==> src/rtl/pic_ctrl.sv <==
// pic_ctrl: prioritised, maskable interrupt controller presenting one request at a time
// on intr/vector with an inta/eoi handshake. Define PIC_LEVEL_EN for level-sensitive irq.
module pic_ctrl #(
    parameter int               NSRC     = 8,
    parameter int               VEC_W    = 8,
    parameter logic [VEC_W-1:0] VEC_BASE = VEC_W'(8'h50),
    localparam int              ID_W     = (NSRC > 1) ? $clog2(NSRC) : 1
) (
    input  logic             clk,
    input  logic             clrn,
    input  logic [NSRC-1:0]  irq,
    input  logic             mask_we,
    input  logic [NSRC-1:0]  mask_wdata,
    output logic [NSRC-1:0]  mask,
    output logic             intr,
    output logic [VEC_W-1:0] vector,
    input  logic             inta,
    input  logic             eoi,
    output logic             in_service,
    output logic [ID_W-1:0]  isr_id
);

    typedef enum logic [1:0] {IDLE, REQ, SERVICE} state_t;

    state_t             state, state_n;
    logic [NSRC-1:0]    pending, elig;
    logic [ID_W-1:0]    win, isr_id_n;
    logic               win_vld, withdraw;
    logic               intr_n, in_service_n;
    logic [VEC_W-1:0]   vector_n;

    assign elig    = pending & ~mask;
    assign win_vld = |elig;

    // Descending scan so the lowest eligible index is the last one written.
    always_comb begin
        win = '0;
        for (int i = NSRC - 1; i >= 0; i--)
            if (elig[i]) win = ID_W'(i);
    end

`ifdef PIC_LEVEL_EN
    assign withdraw = ~irq[isr_id];

    always_ff @(posedge clk or negedge clrn) begin
        if (!clrn) pending <= '0;
        else       pending <= irq;
    end
`else
    logic [NSRC-1:0] irq_prev, clr;

    assign withdraw = 1'b0;

    always_comb begin
        clr = '0;
        if (state == REQ && inta) clr[isr_id] = 1'b1;
    end

    // A fresh edge wins over an acknowledge-clear on the same bit.
    always_ff @(posedge clk or negedge clrn) begin
        if (!clrn) begin
            pending  <= '0;
            irq_prev <= '0;
        end else begin
            pending  <= (pending & ~clr) | (irq & ~irq_prev);
            irq_prev <= irq;
        end
    end
`endif

    always_comb begin
        state_n      = state;
        intr_n       = intr;
        vector_n     = vector;
        isr_id_n     = isr_id;
        in_service_n = in_service;
        case (state)
            IDLE: if (win_vld) begin
                state_n  = REQ;
                intr_n   = 1'b1;
                vector_n = VEC_BASE + VEC_W'(win);
                isr_id_n = win;
            end
            REQ: if (inta) begin
                state_n      = SERVICE;
                intr_n       = 1'b0;
                in_service_n = 1'b1;
            end else if (withdraw) begin
                state_n = IDLE;
                intr_n  = 1'b0;
            end
            SERVICE: if (eoi) begin
                state_n      = IDLE;
                in_service_n = 1'b0;
            end
            default: state_n = IDLE;
        endcase
    end

    always_ff @(posedge clk or negedge clrn) begin
        if (!clrn) begin
            state      <= IDLE;
            intr       <= 1'b0;
            vector     <= '0;
            isr_id     <= '0;
            in_service <= 1'b0;
            mask       <= '1;
        end else begin
            state      <= state_n;
            intr       <= intr_n;
            vector     <= vector_n;
            isr_id     <= isr_id_n;
            in_service <= in_service_n;
            if (mask_we) mask <= mask_wdata;
        end
    end

endmodule

==> config.mk <==
export PLATFORM = sky130hd
export DESIGN_NAME = pic_ctrl
export DESIGN_NICKNAME = d
export VERILOG_FILES = /design/src/rtl/pic_ctrl.sv
export SDC_FILE = /design/constraint.sdc
export NUM_CORES = 1
export LEC_CHECK = 0
export ABC_AREA = 1
export CAP_MARGIN = 20
export CORE_ASPECT_RATIO = 2
export CORE_MARGIN = 4
export CORE_UTILIZATION = 28
export CTS_CLUSTER_DIAMETER = 80
export CTS_CLUSTER_SIZE = 12
export DETAILED_ROUTE_END_ITERATION = 16
export PLACE_DENSITY_LB_ADDON = 0.25
export SKIP_LAST_GASP = 1
export SYNTH_ARGS = -nofsm -noshare
export SYNTH_HDL_FRONTEND = slang
export SYNTH_SLANG_ARGS = --single-unit
==> constraint.sdc <==
create_clock -name clk -period 1.38 [get_ports clk]
set_input_delay 0.276 -clock clk [delete_from_list [all_inputs] [get_ports clk]]
set_output_delay 0.276 -clock clk [all_outputs]
set_load 0.005 [all_outputs]
==> results <==
- The peak fanout along the critical path is 3.
- The largest net degree at the start of global routing is 33.
- The part of the power in registers is 0.421.
- The number of global-route vias before repair is between 1000 and 1500.
- On the critical path, the stage with the largest delay is an instance of dfrtp_1.
- Measured along the y axis, the die boundary spans between 100 and 150 um.
- The overall fraction of global-route tracks in use is 0.1043.
- The number of optimization iterations in the first detailed-route pass is 3.
- The layout has about 500 filler cells.
- After global routing the overflow that remains totals 0.
- The number of max-capacitance violations reported is 0.
- The longest individual stage delay on the worst path is between 0.3 and 0.4 ns.
- The routed via count is 1040.
- The horizontal die dimension is roughly 57 um.
- For this design the static power due to leakage is 0.9237 nW.
- The routability congestion estimate is ~0.70.
- 42 I/O pins were placed.
- The critical path contains buffers and inverters numbering 2 combined.
- For this design the total switching power over the nets is between 0.9 and 1 mW.
- The critical path starts at vector[2].
- Counting I/O delays and the setup requirement, the final critical path takes 1.323 ns.
- The number of design rule violations left after detail routing is 0.
- The run finished with clean final reports.
- Synthesis inferred 32 register bits.
- In the final layout, the share of cells above drive strength 1 is 0.2000.
- After synthesis, the mean cell area works out to between 9 and 10 um2.
- TritonCTS built the clock tree.
- Of the total power, combinational logic draws 0.351.
- The number of sinks handled by clock tree synthesis is 32.
- The hold violation total from the final report is 0.
- The kind of critical path is register to primary output.
- The proportion of synthesized flip-flops having asynchronous set or reset is 1.000.
- The root buffer cell is clkbuf_8.
- The post-synthesis share of cell area spent on and, or, nand and nor gates is 0.1549.
- The worst reg2reg path startpoint is state[1].
- The number of hold-repair buffers added at the cts stage is 0.
- The post-layout net count is 220.
- The total placed cells including tap cells is between 200 and 250.
- The post-detailed-placement half-perimeter wirelength is between 2000 and 2500 um.
- The detailed router's first-iteration violation count is 10.
- The worst clock skew is 0.006027 ns.
- The number of nets still failing antenna checks after routing is 0.
- The area overhead of the layout relative to synthesis is 44.22%.
- The adder-cell share of the synthesized area is 0.
- The number of distinct standard cells referenced by the synthesized netlist is 20.
- Setup violations remaining at the end of the flow were counted as 0.
- Setup repair after global routing could not meet its margin everywhere.
- Clock-pin slew was measured on the worst setup and hold paths at 0.07 ns.
- Measured against the total synthesized area, the mux share comes to 0.
- Yosys printed 0 warnings.
- Summed over all instances, the cell type with the most area after synthesis is dfrtp_1.
- 0 antenna diodes ended up in the layout.
- The most frequent cell after synthesis is nand2_1.
- The area of the die is approximately 0.0060 mm2.
- The internal power of the cells totals 2.004 mW.
- VDD sags by at most 0.7793 mV.
- The first global-routing pass estimated roughly 4800 um of wire.
- The fraction of the mapped netlist area in compound gates is 0.1287.
- The final routed wirelength across all metal layers is just under 3000 um.
- The later pin in the worst-skew pair is clocked with a latency of 0.28 ns.
- The H-tree generated during clock tree synthesis spans 2 levels.
- The count of buffers from port buffering is 38.
- The area of combinational cells with multiple inputs is approximately 420 um2.
- For this configuration, the core starts out at a cell density of 0.2889.
- Registers take 810.8 um2.
- The max-slew violation count came to 0.
- The number of buffers inserted during clock tree synthesis is 5.
- The signal on the critical path passes through buf_4, dlygate4sd2_1.
- The worst endpoint required time is around 1.1 ns.
- The share of the synthesized area in the top cell type is 0.4478.
- The non-filler instance count after layout is around 260.
- STA classifies the critical path startpoint as a register.
- The cell count after synthesis is ~150.
- Of the total synthesized cell area, the portion taken by XOR and XNOR cells is 0.
- The number of antenna violations at the first check in global routing is 0.
- The final period utilization is 0.9586.
- The netlist area before placement is approximately 0.0013 mm2.
- The clock network fraction of total power is 0.228.
- Of the total power, the share spent switching nets is 0.3203.
- On the critical path the largest part of the delay comes from buffers and inverters.
- Dividing the detail-routed via count by the number of cells gives 4.078.
- The category of the worst setup path capture point is a primary output.
- After synthesis, the cell types taking the most area are dfrtp_1, dfstp_2, nand2_1.
- The highest achievable clock rate is between 0.7 and 0.8 GHz.
- By count the netlist is led by nand2_1, dfrtp_1, inv_1.
- The arrival time at the worst endpoint is about 1.1 ns.
- The clock passes through at most 2 buffers.
- The area of the core is between 0.004 and 0.005 mm2.
- The largest family of logic cells by synthesized area is simple AND/OR/NAND/NOR gates.
- In this run, synthesis inferred 0 flip-flops with an integrated enable.
- In this run the power density over the cells is roughly 1500 mW/mm2.
- The post-synthesis sequential area ratio is 0.6045.
- The worst hold slack across all endpoints is around 0.36 ns.
- The mean routed wirelength per cell is 11.32 um.
- The dominant register cell in the synthesized netlist is dfrtp_1.
- The total number of placement rows is 35.
- The type of the worst min-delay path is input port to async pin.
metal layers:
layer / wire, um / part of all wire / vias up / track usage
li1: - / - / 546 / -
met1: 1099 / 0.38 / 458 / 0.1138
met2: 1532 / 0.53 / 29 / 0.1718
met3: 180 / 0.062 / 7 / 0.03431
met4: 74 / 0.026 / 0 / 0.05970
met5: 0 / 0 / - / 0
power by group through the flow:
stage / registers (mW) / clock network, mW / logic, mW
floorplan: 1.27 / 0 / 0.488
global placement: 1.29 / 0 / 0.915
detailed placement: 1.30 / 0 / 0.917
CTS: 1.25 / 0.700 / 0.986
global route: 1.27 / 0.744 / 1.17
finish: 1.24 / 0.672 / 1.03
worst paths after layout:
kind / to / slack, ns / depth (start not counted)
worst max register to register: pending[4] / 0.09 / 7
min in group clk: pending[2] / 0.40 / 1
worst max-delay path: isr_id[2] / 0.06 / 2
max in group asynchronous: mask[7] / 0.78 / 2
worst min-delay path: state[0] / 0.36 / 2
worst min register to register: pending[2] / 0.40 / 1
layout by cell type (no fill, tap or decap), types with 3 or more instances in the layout:
master and instances:
dfrtp_1 24, nor2_1 4, clkdlybuf4s50_1 20, nand2_2 6, clkbuf_8 5, nand2_1 35, dlygate4sd2_1 17, inv_1 23
dfstp_2 8, o21ai_0 19, o21ai_1 7, conb_1 3, buf_4 11
per-stage QoR:
| stage | total power [mW] | setup WS (ns) | setup TNS, ns | cell area [um2] | utilization |
|---|---|---|---|---|---|
| global route | 3.181 | -0.02501 | -0.03439 | 1934 | 0.4167 |
| detailed placement | 2.213 | -0.1693 | -1.100 | 1784 | 0.3844 |
| finish | 2.948 | 0.05714 | 0 | 1934 | 0.4167 |
| CTS | 2.931 | 0.008673 | 0 | 1898 | 0.4089 |
| global placement | 2.204 | -0.1487 | -0.9661 | 1784 | 0.3844 |
| floorplan | 1.760 | 0.1330 | 0 | 1349 | - |
flip-flops by register name (all words and copies together), names as in the netlist:
register,flops
vector,2
irq_prev,8
isr_id,2
state,2
pending,8
intr,1
in_service,1
mask,8
cell type report:
class | instances | share of cell area
Inverter | 24 | 0.04657
Clock buffer | 7 | 0.03946
Clock inverter | 1 | 0.002587
Multi-Input combinational cell | 86 | 0.2180
Sequential cell | 32 | 0.4191
Tap cell | 55 | 0.03558
Timing Repair Buffer | 50 | 0.2387
timing repair:
| item | 4_1_cts | 5_1_grt |
|---|---|---|
| gates resized for setup | 19 | 10 |
| setup endpoints to repair | 20 | 7 |
| cloned | 0 | 0 |
| buffers inserted | 7 | 1 |
| pin swaps | 0 | 3 |
cell families after synthesis:
logic type | after synthesis
buffers and inverters | 32
AND/OR/NAND/NOR | 51
flip-flops | 32
other | 1
AO/OA/AOI/OAI | 32
worst reg2reg max path: cells and delay by family, from the launching register on:
family,cells,cell delay [ns]
flip-flops,1,0.41
AND/OR/NAND/NOR,3,0.43
AO/OA/AOI/OAI,2,0.18
buffers and inverters,2,0.15
(Power assumes the default switching activity.)
